<file path="config.mk">
export PLATFORM = sky130hd
export DESIGN_NAME = accumulate_arbiter
export DESIGN_NICKNAME = d
export VERILOG_FILES = /design/src/rtl/accumulate_arbiter.sv
export SDC_FILE = /design/constraint.sdc
export NUM_CORES = 1
export LEC_CHECK = 0
export ABC_AREA = 1
export BUFFER_PORTS_ARGS = -buffer_cell sky130_fd_sc_hd__buf_2
export CAP_MARGIN = 20
export CORE_MARGIN = 2
export CORE_UTILIZATION = 61
export CTS_BUF_LIST = sky130_fd_sc_hd__clkbuf_8
export DETAILED_ROUTE_END_ITERATION = 6
export PLACE_DENSITY = 0.95
export SLEW_MARGIN = 20
export SYNTH_ARGS = -nofsm -noshare
export SYNTH_HDL_FRONTEND = slang
export SYNTH_SLANG_ARGS = --single-unit
</file>
<file path="constraint.sdc">
create_clock -name clk -period 3.88 [get_ports clk]
set_input_delay 0.776 -clock clk [delete_from_list [all_inputs] [get_ports clk]]
set_output_delay 0.776 -clock clk [all_outputs]
set_load 0.005 [all_outputs]
</file>
<file path="src/rtl/accumulate_arbiter.sv">
// Round-robin arbiter that locks one requester onto a shared accumulator for
// 2**LOG_COUNT arguments, then presents the sum with the requester index.
module accumulate_arbiter #(
    parameter int unsigned WIDTH     = 16,
    parameter int unsigned DEPTH     = 2,
    parameter int unsigned LOG_COUNT = 2,
    parameter int unsigned IDX_WIDTH = 1
) (
    input  logic                         clk,
    input  logic                         rst,
    input  logic [DEPTH-1:0]             arg_stb,
    input  logic [DEPTH*WIDTH-1:0]       arg_dat,
    output logic [DEPTH-1:0]             arg_rdy,
    output logic                         res_stb,
    output logic [WIDTH+LOG_COUNT-1:0]   res_dat,
    output logic [IDX_WIDTH-1:0]         res_idx,
    input  logic                         res_rdy
);

    localparam int unsigned COUNT = 1 << LOG_COUNT;
    localparam int unsigned SUM_W = WIDTH + LOG_COUNT;
    localparam int unsigned CNT_W = (LOG_COUNT > 0) ? LOG_COUNT : 1;

    localparam logic [1:0] S_IDLE   = 2'd0;
    localparam logic [1:0] S_ACCUM  = 2'd1;
    localparam logic [1:0] S_OUTPUT = 2'd2;

    logic [1:0]           state,   state_nxt;
    logic [IDX_WIDTH-1:0] grant,   grant_nxt;
    logic [IDX_WIDTH-1:0] last,    last_nxt;
    logic [SUM_W-1:0]     acc,     acc_nxt;
    logic [CNT_W-1:0]     cnt,     cnt_nxt;
    logic                 res_stb_nxt;
    logic [SUM_W-1:0]     res_dat_nxt;
    logic [IDX_WIDTH-1:0] res_idx_nxt;

    logic [WIDTH-1:0]     arg_sel;
    logic                 xfer;
    logic                 pick_found;
    logic [IDX_WIDTH-1:0] pick_idx;

    // Accept strobe decoded purely from registered state and grant
    always_comb begin
        arg_rdy = '0;
        for (int unsigned n = 0; n < DEPTH; n++) begin
            arg_rdy[n] = (state == S_ACCUM) && (grant == IDX_WIDTH'(n));
        end
    end

    always_comb begin
        arg_sel = '0;
        for (int unsigned n = 0; n < DEPTH; n++) begin
            if (grant == IDX_WIDTH'(n)) begin
                arg_sel = arg_dat[n*WIDTH +: WIDTH];
            end
        end
    end

    assign xfer = |(arg_stb & arg_rdy);

    // Rotating scan starting just after the last served requester
    always_comb begin
        pick_found = 1'b0;
        pick_idx   = '0;
        for (int unsigned k = 1; k <= DEPTH; k++) begin : scan
            int unsigned c;
            c = (32'(last) + k) % DEPTH;
            if (!pick_found && arg_stb[c]) begin
                pick_found = 1'b1;
                pick_idx   = IDX_WIDTH'(c);
            end
        end
    end

    always_comb begin
        state_nxt   = state;
        grant_nxt   = grant;
        last_nxt    = last;
        acc_nxt     = acc;
        cnt_nxt     = cnt;
        res_stb_nxt = res_stb;
        res_dat_nxt = res_dat;
        res_idx_nxt = res_idx;
        case (state)
            S_IDLE: begin
                if (pick_found) begin
                    grant_nxt = pick_idx;
                    acc_nxt   = '0;
                    cnt_nxt   = '0;
                    state_nxt = S_ACCUM;
                end
            end
            S_ACCUM: begin
                if (xfer) begin
                    acc_nxt = acc + SUM_W'(arg_sel);
                    cnt_nxt = cnt + CNT_W'(1);
                    if (cnt == CNT_W'(COUNT - 1)) begin
                        res_dat_nxt = acc + SUM_W'(arg_sel);
                        res_idx_nxt = grant;
                        res_stb_nxt = 1'b1;
                        last_nxt    = grant;
                        state_nxt   = S_OUTPUT;
                    end
                end
            end
            S_OUTPUT: begin
                if (res_rdy) begin
                    res_stb_nxt = 1'b0;
                    state_nxt   = S_IDLE;
                end
            end
            default: state_nxt = S_IDLE;
        endcase
    end

    always_ff @(posedge clk) begin
        if (rst) begin
            state   <= S_IDLE;
            grant   <= '0;
            last    <= IDX_WIDTH'(DEPTH - 1);
            acc     <= '0;
            cnt     <= '0;
            res_stb <= 1'b0;
            res_dat <= '0;
            res_idx <= '0;
        end else begin
            state   <= state_nxt;
            grant   <= grant_nxt;
            last    <= last_nxt;
            acc     <= acc_nxt;
            cnt     <= cnt_nxt;
            res_stb <= res_stb_nxt;
            res_dat <= res_dat_nxt;
            res_idx <= res_idx_nxt;
        end
    end

endmodule

</file>
Word-level counts from Yosys, hierarchy flattened
Index checks and enable logic that the tools add are counted.
{"block": "word_totals", "output_inout_bits": 22, "reg_bits": 44}
{"block": "op_classes", "n_eq_ne": 7, "muxes": 24, "n_lt_le_gt_ge": 2, "n_bitwise": 2, "n_reduce_logical": 13, "addsub": 4}
{"cell": "$mux 18", "count": 2}
{"cell": "$pmux 18 s2", "count": 1}
{"cell": "$add 18x16->18", "count": 1}
{"cell": "$mux 16", "count": 1}
{"cell": "$mux 2", "count": 6}
{"cell": "$mux 1", "count": 11}
{"cell": "$reduce_and 4->1", "count": 2}
{"cell": "$ne 2x2->1 const B", "count": 3}
{"cell": "$pmux 2 s3", "count": 1}
{"cell": "$reduce_and 3->1", "count": 2}
{"cell": "$eq 2x2->1 const B", "count": 2}
{"cell": "$lt 1x2->1 const B", "count": 2}
{"cell": "$pmux 2 s2", "count": 1}
{"cell": "$reduce_bool 2->1", "count": 2}
{"cell": "$logic_and 1x1->1", "count": 3}
{"cell": "$add 1x1->1 const B", "count": 2}
{"cell": "$add 2x1->2 const B", "count": 1}
{"cell": "$and 2x2->2", "count": 1}
{"cell": "$eq 2x1->1 const B", "count": 1}
{"cell": "$logic_not 2->1", "count": 1}
{"cell": "$ne 2x1->1 const B", "count": 1}
{"cell": "$pmux 1 s2", "count": 1}
{"cell": "$reduce_and 2->1", "count": 1}
{"cell": "$reduce_or 2->1", "count": 1}
{"cell": "other kinds (2)", "count": 2}

Depth between registers and ports, before layout
Gate-level depths: netlist of the first run.
{"block": "logic_depth", "ltp_word": 9, "ltp_mapped": 18}

Worst setup path after synthesis of the first run
No wires, ideal clock.
{"block": "synth_timing", "path_type": "input to register", "startpoint": "input arg_dat[17]", "endpoint": "register res_dat[7]", "setup_ps": 116, "setup_slack_ps": 1413, "t_required_ps": 3764, "t_arrival_ps": 2351, "cell_stages": 13, "n_path_buf": 0, "path_cell_list": "or2_2 > o21ai_0 > inv_1 > ha_1 > nand3_1 > nand3_1 > nand2_1 > nand2_1 > or2_2 > nand2_1 > nand2_1 > o211ai_1 > inv_1"}
{"block": "synth_between", "elab_chain_cells": 2}
{"element": "start: declaration", "line": "12", "text": "input logic [DEPTH*WIDTH-1:0] arg_dat,"}
{"element": "$mux 16", "line": "53", "text": "if (grant == IDX_WIDTH'(n)) begin"}
{"element": "$add 18x16->18", "line": "98", "text": "res_dat_nxt = acc + SUM_W'(arg_sel);"}
{"element": "end signal: assignment", "line": "133", "text": "res_dat <= res_dat_nxt;"}
{"element": "end: declaration", "line": "15", "text": "output logic [WIDTH+LOG_COUNT-1:0] res_dat,"}
No other way between the ends.
A chain may end at the register's enable or synchronous reset.

Worst setup path in the final report of the first run
{"block": "layout_timing", "startpoint": "register grant", "endpoint": "register acc[16]"}
{"block": "layout_between", "elab_chain_cells": 6, "elab_cells_between_ends": 11}
{"element": "start: declaration", "line": "29", "text": "logic [IDX_WIDTH-1:0] grant, grant_nxt;"}
{"element": "start signal: assignment", "line": "128", "text": "grant <= grant_nxt;"}
{"element": "parallel branches: the longest is 6 deep, another holds $add 18x16->18"}
{"element": "end signal: assignment", "line": "130", "text": "acc <= acc_nxt;"}
{"element": "end: declaration", "line": "31", "text": "logic [SUM_W-1:0] acc, acc_nxt;"}
Several ways; the timed one is not identified. The select of a mux whose other input is x is not followed.

==> metrics.txt, run 1 <==
vias in the first global route=about 2,900; I/O pins=59; clk_skew=0.00463 ns; Synth top area share=31.0%; register clock-pin slew on the reported worst setup and hold paths=approximately 0.080 ns; Tcrit/Tclk final=75.4%; row cnt=24; startpoint types=flop; DRT met1 WL=3.03 mm; DP HPWL=5.26 mm; Routed Antenna Nets=0; critical path, cell by cell=buf_4 -> inv_1 -> nand2_1 -> nand2_1 -> ha_1 -> inv_1 -> fa_1 -> inv_1 -> nand3_1 -> nand2_1 -> nand3_1 -> nand2_1 -> nand2_1 -> nand2_1 -> nand2_1 -> nand2_1 -> nand2_1 -> a21oi_1; worst hold start=res_stb; Clock Latency Late Sink=0.30 ns; area of the multi-input gates=0.00168 mm²; FF-to-FF path depth=18; worst-case clock buffer depth=2; Layout area overhead=14.5%; Slew @ Worst Pin=0.971 ns; die area=0.00522 mm²; Final Slew Violations=0; CP Buf/Inv Count=4; Initial DRC Count=227; met2 routed WL=3.44 mm; PnR worst setup slack=0.955 ns; setup TNS=0 ns; VDD IR-drop max=roughly 200 µV; YS warnings=0; worst hold path depth=2; post-synthesis sequential area ratio=approximately 31%; antenna violations before repair=0; Post-Syn Instances=454; Crit. End Element=flop; global-route wire length before repair=12.2 mm; fmax=about 340 MHz; Core Region=around 0.0044 mm²; drt drc=0; Seq cells post-synth=44; Filler cells=363; endpoints failing setup=0; top layer in use=met4; Num CTS Buffers=5; post-synth cell types=32; CTS sink count=44; metal3 WL=between 600 and 700 µm; status=completed; Initial Util=between 60% and 70%; Root Buffer=clkbuf_8; Data required, critical path=4.11 ns; DRT Wirelength=approximately 7.3 mm; Avg WL per Cell=13.0 µm; reg2reg start=grant; setup slack, reg-to-reg=0.96 ns; number of flops mapped to enable cells by yosys=0; Fin. Hold Viols=0; die width=72.2 µm; syn nets=509; worst hold slack=0.466 ns; Most used DFF post-synth=dfxtp_1; layout cells sized above 1=between 10% and 20%; diode count=0; maxcap violations=0; CP top delay family=simple AND/OR/NAND/NOR gates; Hold Crit Class=reg -> reg; Die Y=72.2 µm; area occupied by registers=between 800 and 900 µm²; post_cts resized=0; cell mode on critical path=nand2_1; syn_area_per_cell=around 6.3 µm²; Hold Crit Endpoint=res_stb; Final #Nets=562; Vias/cell=5.56; total gr overflow=0; All-Layer GR Usage=29.4%; Total Power=0.00116 W; asr flop ratio synth=0%; post-place setup slack=approximately 1.0 ns; H-tree depth=2; Final GP Congestion=between 0.8 and 0.9; cell taking the most area after synthesis=dfxtp_1; Initial DRT Pass Iterations=6; cell area after synthesis=0.00284 mm²; Via Count=between 3,000 and 4,000; worst reg2reg endpoint=acc[16]; Buffers on Ports=58; largest cells by area after synthesis=dfxtp_1, nand2_1, ha_1; Rel. slew slack=35.2%; Pleak=1.84 nW; critical path arrival=~3.2 ns; largest net degree at the start of global routing=32; unrepaired setup endpoints after global routing=no; CTS tree=yes; WS Path Type=reg -> reg; CP Max Fanout=20; post-layout min period=between 2 and 3 ns; cts hold-fix bufs=0; P per Cell Area=356 mW/mm²; slowest stage cell, crit path=inv_1; Worst path max stage delay=0.46 ns; total setup buffers inserted after CTS=0
-- power by group --
group          internal [W]  leakage [nW]  switching, W
Combinational      0.000103          1.42      0.000193
Sequential         0.000470         0.357     0.0000115
Clock              0.000211        0.0614      0.000167
-- synth_stat cells, types with 3 or more instances --
cell type / instances
buf_2: 4
inv_1: 50
nand3_1: 27
ha_1: 17
a21oi_1: 38
clkbuf_1: 5
or2_2: 4
xor2_1: 5
nor2_2: 3
o21ai_0: 20
nor2_1: 44
dfxtp_1: 44
nand2_1: 165
-- cells by family (layout without fill, tap and decap cells) --
logic type	after synthesis	in the layout	share of synthesized area, %
simple gates	253	253	36.8
compound gates	67	67	12.6
buf+inv	67	121	9.87
flops	44	44	31.0
fa+ha+maj	18	18	8.20
xor+xnor	5	5	1.54
-- placed cells by master, fill, tap and decap left out, types with 5 or more instances in the layout --
master    synthesis  final
nand3_1          27     27
o21ai_0          20     20
buf_2             4     58
dfxtp_1          44     44
clkbuf_8          0      6
nand2_1         165    165
ha_1             17     17
nor2_1           44     44
a21oi_1          38     38
inv_1            50     50
xor2_1            5      5
-- worst reg2reg max path: cells and delay by family (launching register included) --
family,cells,cell delay [ns]
buffers and inverters,4,0.80
flip-flops,1,0.30
AND/OR/NAND/NOR,11,1.02
AO/OA/AOI/OAI,1,0.13
adder cells (fa/ha/maj),2,0.60
-- metal layers --
metal | GRT usage, % | vias to the layer above
met5 | 0 | -
met4 | 11.9 | 0
met3 | 5.28 | 24
met2 | 50.9 | 170
met1 | 36.1 | 1386
li1 | - | 1535
-- through the flow --
step / utilization, % / std cells / instance area, µm²
2_1_floorplan: - / 454 / 2840
3_3_place_gp: 70.9 / 552 / 3130
3_5_place_dp: 70.9 / 552 / 3130
4_1_cts: 73.6 / 560 / 3250
5_1_grt: 73.6 / 560 / 3250
6_report: 73.6 / 560 / 3250
-- cell type report --
cell class	instances	area share, %
tap	52	2.00
clock buffer	6	2.54
sequential	44	27.1
timing repair buffer	59	9.16
inverter	54	6.39
multi-input combinational	343	51.6
clock inverter	2	1.19
-- worst max-delay path by stage --
stage	to	slack [ns]	startpoint	cells after the start
global placement	res_dat[7]	1.14	grant	15
detailed placement	res_dat[7]	1.04	grant	15
global route	res_dat[12]	0.68	grant	17
finish	acc[16]	0.96	grant	18
floorplan	res_dat[7]	1.41	arg_dat[17]	13
CTS	res_dat[7]	0.99	grant	15
-- state kept, by name (all words and copies together) (netlist names) --
signal	flops
acc	18
cnt	2
grant	1
last	1
res_dat	18
res_idx	1
res_stb	1
state	2
(Power assumes the default switching activity.)
==> run 2: changes to the inputs <==
--- a/config.mk
+++ b/config.mk
@@ -5,14 +5,14 @@
 export SDC_FILE = /design/constraint.sdc
 export NUM_CORES = 1
 export LEC_CHECK = 0
-export ABC_AREA = 1
+export ABC_AREA = 0
 export BUFFER_PORTS_ARGS = -buffer_cell sky130_fd_sc_hd__buf_2
 export CAP_MARGIN = 20
 export CORE_MARGIN = 2
-export CORE_UTILIZATION = 61
+export CORE_UTILIZATION = 56
 export CTS_BUF_LIST = sky130_fd_sc_hd__clkbuf_8
 export DETAILED_ROUTE_END_ITERATION = 6
-export PLACE_DENSITY = 0.95
+export PLACE_DENSITY = 0.94
 export SLEW_MARGIN = 20
 export SYNTH_ARGS = -nofsm -noshare
 export SYNTH_HDL_FRONTEND = slang
==> constraint.sdc (replaced) <==
create_clock -name clk -period 2.7 [get_ports clk]
set_input_delay 0.54 -clock clk [delete_from_list [all_inputs] [get_ports clk]]
set_output_delay 0.54 -clock clk [all_outputs]
set_load 0.005 [all_outputs]
==> run 2 against run 1 <==
Compared with the run above: the flow now finishes with violations (negative setup slack); routed wire length up 13%; sequential cell count stayed put; combinational power up 64%; power increased by 51%; non-clock buffer count rose by 30; register-to-register slack got worse by 0.97 ns.
==> metrics.txt, run 2 <==
status=finished with violations (was completed); failing checks=negative setup slack; Root Buffer=clkbuf_8 (unchanged); worst reg2reg endpoint=acc[15] (was acc[16]); most common cell after layout, fill and taps aside=buf_2 (was nand2_1); All-Layer GR Usage=29.2% (was 29.4%); antenna violations before repair=0 (unchanged); Synth top area share=34.6% (was 31.0%); maxcap violations=0 (unchanged); Core Region=0.00435 mm² (was 0.00441 mm²); Post-synth top cells=dfxtp_1, nand2_1, a21oi_1, nor2_1, ha_1 (was nand2_1, inv_1, dfxtp_1, nor2_1, a21oi_1); Post-Syn Instances=293 (was 454); Die Y=71.4 µm (was 72.2 µm); PnR worst setup slack=-0.0167 ns (was 0.955 ns); fmax=368 MHz (was 342 MHz); syn_area_per_cell=8.68 µm² (was 6.25 µm²); Crit. End Element=flop (unchanged); die area=0.00510 mm² (was 0.00522 mm²); most frequent cell after synthesis=dfxtp_1 (was nand2_1); H-tree depth=2 (unchanged); Layout area overhead=38.4% (was 14.5%); cell area after synthesis=0.00254 mm² (was 0.00284 mm²); I/O pins=59 (unchanged); CTS tree=yes (unchanged); switching share of total power=30.8% (was 32.2%); xor/xnor share of the synthesized area=4.13% (was 1.54%); Routed Antenna Nets=0 (unchanged); DP HPWL=5.04 mm (was 5.26 mm); Initial DRT Pass Iterations=5 (was 6); Clock Latency Late Sink=0.31 ns (was 0.30 ns); Num CTS Buffers=5 (unchanged); die width=71.4 µm (was 72.2 µm); commonest cells after routing, fill and taps aside=buf_2, dfxtp_1, nand2_1 (was nand2_1, buf_2, inv_1); worst-case clock buffer depth=2 (unchanged); Pleak=1.53 nW (was 1.84 nW); Hold Crit Class=reg -> reg (unchanged); fin cells=431 (was 560); setup TNS=-0.0240 ns (was 0 ns); setup slack, reg-to-reg=-0.02 ns (was 0.96 ns); Avg WL per Cell=19.1 µm (was 13.0 µm); Final #Nets=433 (was 562); Final GP Congestion=0.894 (was 0.895); Synth Area in Simple Gates=17.2% (was 36.8%); layout cells sized above 1=40.1% (was 16.1%); Tcrit/Tclk final=101% (was 75.4%); Buffers on Ports=58 (unchanged); endpoints failing setup=2 (was 0); Most used DFF post-synth=dfxtp_1 (unchanged); clk_skew=0.0133 ns (was 0.00463 ns); post-synthesis sequential area ratio=34.6% (was 31.0%); Total Power=0.00174 W (was 0.00116 W); Final Slew Violations=0 (unchanged); startpoint types=flop (unchanged); asr flop ratio synth=0% (unchanged); Compound-Gate Fraction of Synth Area=24.8% (was 12.6%); drt drc=0 (unchanged); Vias/cell=6.34 (was 5.56); register clock-pin slew on the reported worst setup and hold paths=0.10 ns (was 0.08 ns); Clk network pwr share=32.6% (was 32.7%); P_sw=0.000537 W (was 0.000372 W); Rel. slew slack=26.1% (was 35.2%); Data required, critical path=2.91 ns (was 4.11 ns); vias in the first global route=2,643 (was 2,868); combinational power share=27.8% (was 25.6%); Setup crit end=acc[15] (was acc[16]); Core Util, Final=80.8% (was 73.6%); reg2reg start=grant (unchanged); FF-to-FF path depth=10 (was 18); CP Max Fanout=8 (was 20); cell taking the most area after synthesis=dfxtp_1 (unchanged); VDD IR-drop max=294 µV (was 201 µV); Largest regs=acc (18), res_dat (18) (unchanged); global-route wire length before repair=11.9 mm (was 12.2 mm); sequential power share=39.6% (was 41.7%); Slew @ Worst Pin=1.10 ns (was 0.971 ns); syn nets=348 (was 509); largest cells by area after synthesis=dfxtp_1, ha_1, mux2_2 (was dfxtp_1, nand2_1, ha_1); Via Count=2,732 (was 3,115); WS Path Type=reg -> reg (unchanged); Fin. Hold Viols=0 (unchanged); P per Cell Area=495 mW/mm² (was 356 mW/mm²); Initial Util=58.4% (was 64.3%); Initial DRC Count=291 (was 227); mux contribution to synthesized area=7.43% (was 0%); unrepaired setup endpoints after global routing=yes (was no); Synth Area in Adders=9.15% (was 8.20%); largest net degree at the start of global routing=30 (was 32); YS warnings=0 (unchanged); Internal Pwr Total=0.00121 W (was 0.000784 W); largest family of logic cells by synthesized area=compound AO/OA/AOI/OAI gates (was simple AND/OR/NAND/NOR gates); post-layout min period=2.72 ns (was 2.92 ns); diode count=0 (unchanged); DRT Wirelength=8.23 mm (was 7.31 mm); post-synth cell types=53 (was 32); worst hold slack=0.461 ns (was 0.466 ns); total gr overflow=0 (unchanged); Setup crit start=grant (unchanged); number of flops mapped to enable cells by yosys=0 (unchanged); critical path arrival=2.92 ns (was 3.15 ns); Seq cells post-synth=44 (unchanged); CTS sink count=44 (unchanged); placed cell count=418 (was 552); row cnt=24 (unchanged)
run 2: final cells by class:
type	instances	area, µm²
clock buffers	6	82.6
well taps	52	65.1
fillers	256	835
clock inverters	2	38.8
flip-flops and latches	44	885
multi-input cells	232	1880
repair buffers	89	543
inverters	6	22.5
run 2: what timing repair did:
item,in CTS,in global routing
setup endpoints to repair,12,16
resized for setup,8,40
pin swaps,3,18
gates cloned,0,0
hold buffers,0,0
endpoints found under the hold margin,0,0
setup buffers,1,4
run 2: layer usage:
| layer | vias up | routed length (µm) | global-route usage [%] |
|---|---|---|---|
| met5 | - | 0 | 0 |
| met2 | 161 | 4260 | 53.3 |
| li1 | 1227 | - | - |
| met4 | 0 | 355 | 11.9 |
| met3 | 43 | 659 | 6.61 |
| met1 | 1301 | 2960 | 32.5 |
run 2: kinds of logic (layout without fill, tap and decap cells):
| logic type | after synthesis | count (layout) |
|---|---|---|
| AOI/OAI and AO/OA | 88 | 88 |
| xor gates and xnor gates | 12 | 12 |
| adders and majority gates | 18 | 18 |
| buffers and inverters | 17 | 103 |
| DFF | 44 | 44 |
| muxes | 17 | 17 |
| and+or+nand+nor | 97 | 97 |
run 2: through the flow:
step	worst slack [ns]	area [µm²]
floorplan	-0.0612	2550
global placement	-0.135	3060
detailed placement	-0.199	3060
CTS	0.00853	3240
global route	-0.0766	3520
finish	-0.0167	3520
run 2: how the worst min path moves through the flow:
stage          startpoint    endpoint  slack, ns  cells after the start
5_1_grt        res_dat[4]  res_dat[4]       0.50                      2
6_report       res_dat[0]  res_dat[0]       0.46                      2
3_5_place_dp   res_dat[0]  res_dat[0]       0.45                      2
2_1_floorplan     acc[11]     acc[11]       0.43                      2
4_1_cts        res_dat[0]  res_dat[0]       0.46                      2
3_3_place_gp      res_stb     res_stb       0.44                      2
run 2: worst max-delay path, stage by stage (launching register included):
cell	delay, ns
dfxtp_4	0.38
buf_12	0.13
mux2_2	0.34
ha_1	0.30
and2_4	0.15
o21a_1	0.20
o21a_1	0.14
o41ai_4	0.43
o21ai_1	0.14
xor2_1	0.18
a22o_1	0.22
run 2: power by group through the flow:
stage	clock network (W)	logic [W]	registers, W
floorplan	0	0.000245	0.000694
global placement	0	0.000353	0.000697
detailed placement	0	0.000370	0.000698
CTS	0.000554	0.000390	0.000683
global route	0.000591	0.000515	0.000692
finish	0.000569	0.000484	0.000690
==> run 3: changes to the inputs <==
==> constraint.sdc (replaced) <==
create_clock -name clk -period 2.8 [get_ports clk]
set_input_delay 0.56 -clock clk [delete_from_list [all_inputs] [get_ports clk]]
set_output_delay 0.56 -clock clk [all_outputs]
set_load 0.005 [all_outputs]
==> run 3 against run 2 <==
Compared with the run above: the flow finishes with violations (design-rule violations); critical path depth shrank 1; count of clock-buffer cells in the layout unchanged; sequential share of layout area grew 0.99 points; power decreased by 7.3%; cell count shrank 1.6%; global-route usage is 1.8 points lower; hold slack lost 0.0035 ns; largest cell class unchanged; largest power group unchanged.
==> metrics.txt, run 3 (synthesis gave the netlist of run 2 again) <==
status=finished with violations (unchanged); failing checks=design-rule violations (was negative setup slack); Via Count=2,601 (was 2,732); post-layout min period=2.77 ns (was 2.72 ns); die width=71.4 µm (unchanged); global-route wire length before repair=11.2 mm (was 11.9 mm); worst hold start=res_dat[6] (was res_dat[0]); diode count=0 (unchanged); setup TNS=0 ns (was -0.0240 ns); critical path arrival=2.97 ns (was 2.92 ns); Root Buffer=clkbuf_8 (unchanged); Routed Antenna Nets=0 (unchanged); Num CTS Buffers=5 (unchanged); Final #Nets=426 (was 433); CP Buf/Inv Count=1 (unchanged); Filler cells=298 (was 256); startpoint types=flop (unchanged); P per Cell Area=477 mW/mm² (was 495 mW/mm²); commonest cells after routing, fill and taps aside=buf_2, dfxtp_1, nand2_1 (unchanged); CTS tree=yes (unchanged); Fin. Hold Viols=0 (unchanged); Crit. End Element=flop (unchanged); Avg WL per Cell=17.9 µm (was 19.1 µm); endpoints failing setup=0 (was 2); fmax=362 MHz (was 368 MHz); Data required, critical path=3.00 ns (was 2.91 ns); slowest stage cell, crit path=dfxtp_4 (was o41ai_4); register clock-pin slew on the reported worst setup and hold paths=0.09 ns (was 0.10 ns); clk_skew=0.00562 ns (was 0.0133 ns); maxcap violations=0 (unchanged); CP Max Fanout=4 (was 8); critical path, cell by cell=buf_4 -> mux2_2 -> ha_1 -> a21o_1 -> a211o_1 -> o41ai_4 -> o21ai_1 -> xor2_1 -> a22o_1 (was buf_12 -> mux2_2 -> ha_1 -> and2_4 -> o21a_1 -> o21a_1 -> o41ai_4 -> o21ai_1 -> xor2_1 -> a22o_1); CP top delay family=compound AO/OA/AOI/OAI gates (unchanged); Initial Util=58.4% (unchanged); WS Path Type=reg -> reg (unchanged); total gr overflow=0 (unchanged); Pleak=1.46 nW (was 1.53 nW); layout cells sized above 1=36.8% (was 40.1%); Largest regs=acc (18), res_dat (18) (unchanged); Hold Crit Class=reg -> reg (unchanged); vias in the first global route=2,466 (was 2,643); Slew @ Worst Pin=0.595 ns (was 1.10 ns); fin cells=424 (was 431); VDD IR-drop max=339 µV (was 294 µV); worst-case clock buffer depth=2 (unchanged); H-tree depth=2 (unchanged); CTS sink count=44 (unchanged); Die Y=71.4 µm (unchanged); Worst path max stage delay=0.38 ns (was 0.43 ns); Initial DRT Pass Iterations=7 (was 5); Buffers on Ports=58 (unchanged); Rel. slew slack=60.1% (was 26.1%); antenna violations before repair=0 (unchanged); placed cell count=413 (was 418); Clock Latency Late Sink=0.30 ns (was 0.31 ns); DP HPWL=4.89 mm (was 5.04 mm); cts hold-fix bufs=0 (unchanged); I/O pins=59 (unchanged); Vias/cell=6.13 (was 6.34); Setup crit start=grant (unchanged); Core Region=0.00435 mm² (unchanged); Final Slew Violations=0 (unchanged); largest net degree at the start of global routing=24 (was 30); Initial DRC Count=217 (was 291); All-Layer GR Usage=27.4% (was 29.2%); Layout area overhead=33.1% (was 38.4%); DRT Wirelength=7.60 mm (was 8.23 mm); Final GP Congestion=0.866 (was 0.894); Tcrit/Tclk final=98.8% (was 101%); row cnt=24 (unchanged); most common cell after layout, fill and taps aside=buf_2 (unchanged); drt drc=4 (was 0); reg2reg start=grant (unchanged); die area=0.00510 mm² (unchanged)
[run 3: worst register-to-register path: stages, from the launching register on]
cell and delay (ns):
dfxtp_4 0.38, buf_4 0.15, mux2_2 0.34, ha_1 0.34
a21o_1 0.18, a211o_1 0.34, o41ai_4 0.35, o21ai_1 0.15
xor2_1 0.20, a22o_1 0.23
[run 3: what timing repair did]
item / CTS / global route
setup buffers: 0 / 3
setup endpoints to repair: 5 / 11
gates resized for setup: 3 / 30
pin swaps: 1 / 17
[run 3: stage by stage]
| step | area (µm²) | total power, W | hold slack (ns) | utilization [%] | setup slack, ns |
|---|---|---|---|---|---|
| finish | 3390 | 0.00162 | 0.458 | 77.8 | 0.0338 |
| global route | 3390 | 0.00167 | 0.480 | 77.8 | -0.0637 |
| CTS | 3170 | 0.00154 | 0.459 | 72.7 | 0.0442 |
| detailed placement | 3020 | 0.00101 | 0.446 | 69.5 | -0.129 |
| global placement | 3020 | 0.000999 | 0.440 | 69.5 | -0.0515 |
| floorplan | 2550 | 0.000905 | 0.432 | - | 0.0388 |
[run 3: final timing paths]
kind / to / slack (ns) / cells after the start
worst max-delay path: acc[15] / 0.03 / 9
worst min-delay path: res_dat[6] / 0.46 / 2
worst max register to register: acc[15] / 0.03 / 9
worst min register to register: res_dat[6] / 0.46 / 2
[run 3: area by class of cell]
| type | count | area, µm² | share of cell area (%) |
|---|---|---|---|
| Clock buffer | 6 | 82.6 | 2.44 |
| Sequential cell | 44 | 885 | 26.1 |
| Clock inverter | 2 | 38.8 | 1.15 |
| Inverter | 6 | 22.5 | 0.665 |
| Tap cell | 52 | 65.1 | 1.92 |
| Timing Repair Buffer | 82 | 490 | 14.5 |
| Multi-Input combinational cell | 232 | 1800 | 53.2 |
[run 3: metal layers]
metal  up-vias  GRT usage (%)  part of all wire [%]
li1       1218              -                     -
met1      1202           32.7                    40
met2       149           49.2                    50
met3        32           5.20                   6.7
met4         0           9.22                   3.5
met5         -              0                     0
[run 3: report_power, final]
group | switching [W] | total, W | internal, W
combinational | 0.000222 | 0.000422 | 0.000200
clock | 0.000238 | 0.000530 | 0.000292
sequential | 0.0000197 | 0.000664 | 0.000644
total | 0.000480 | 0.00162 | 0.00114
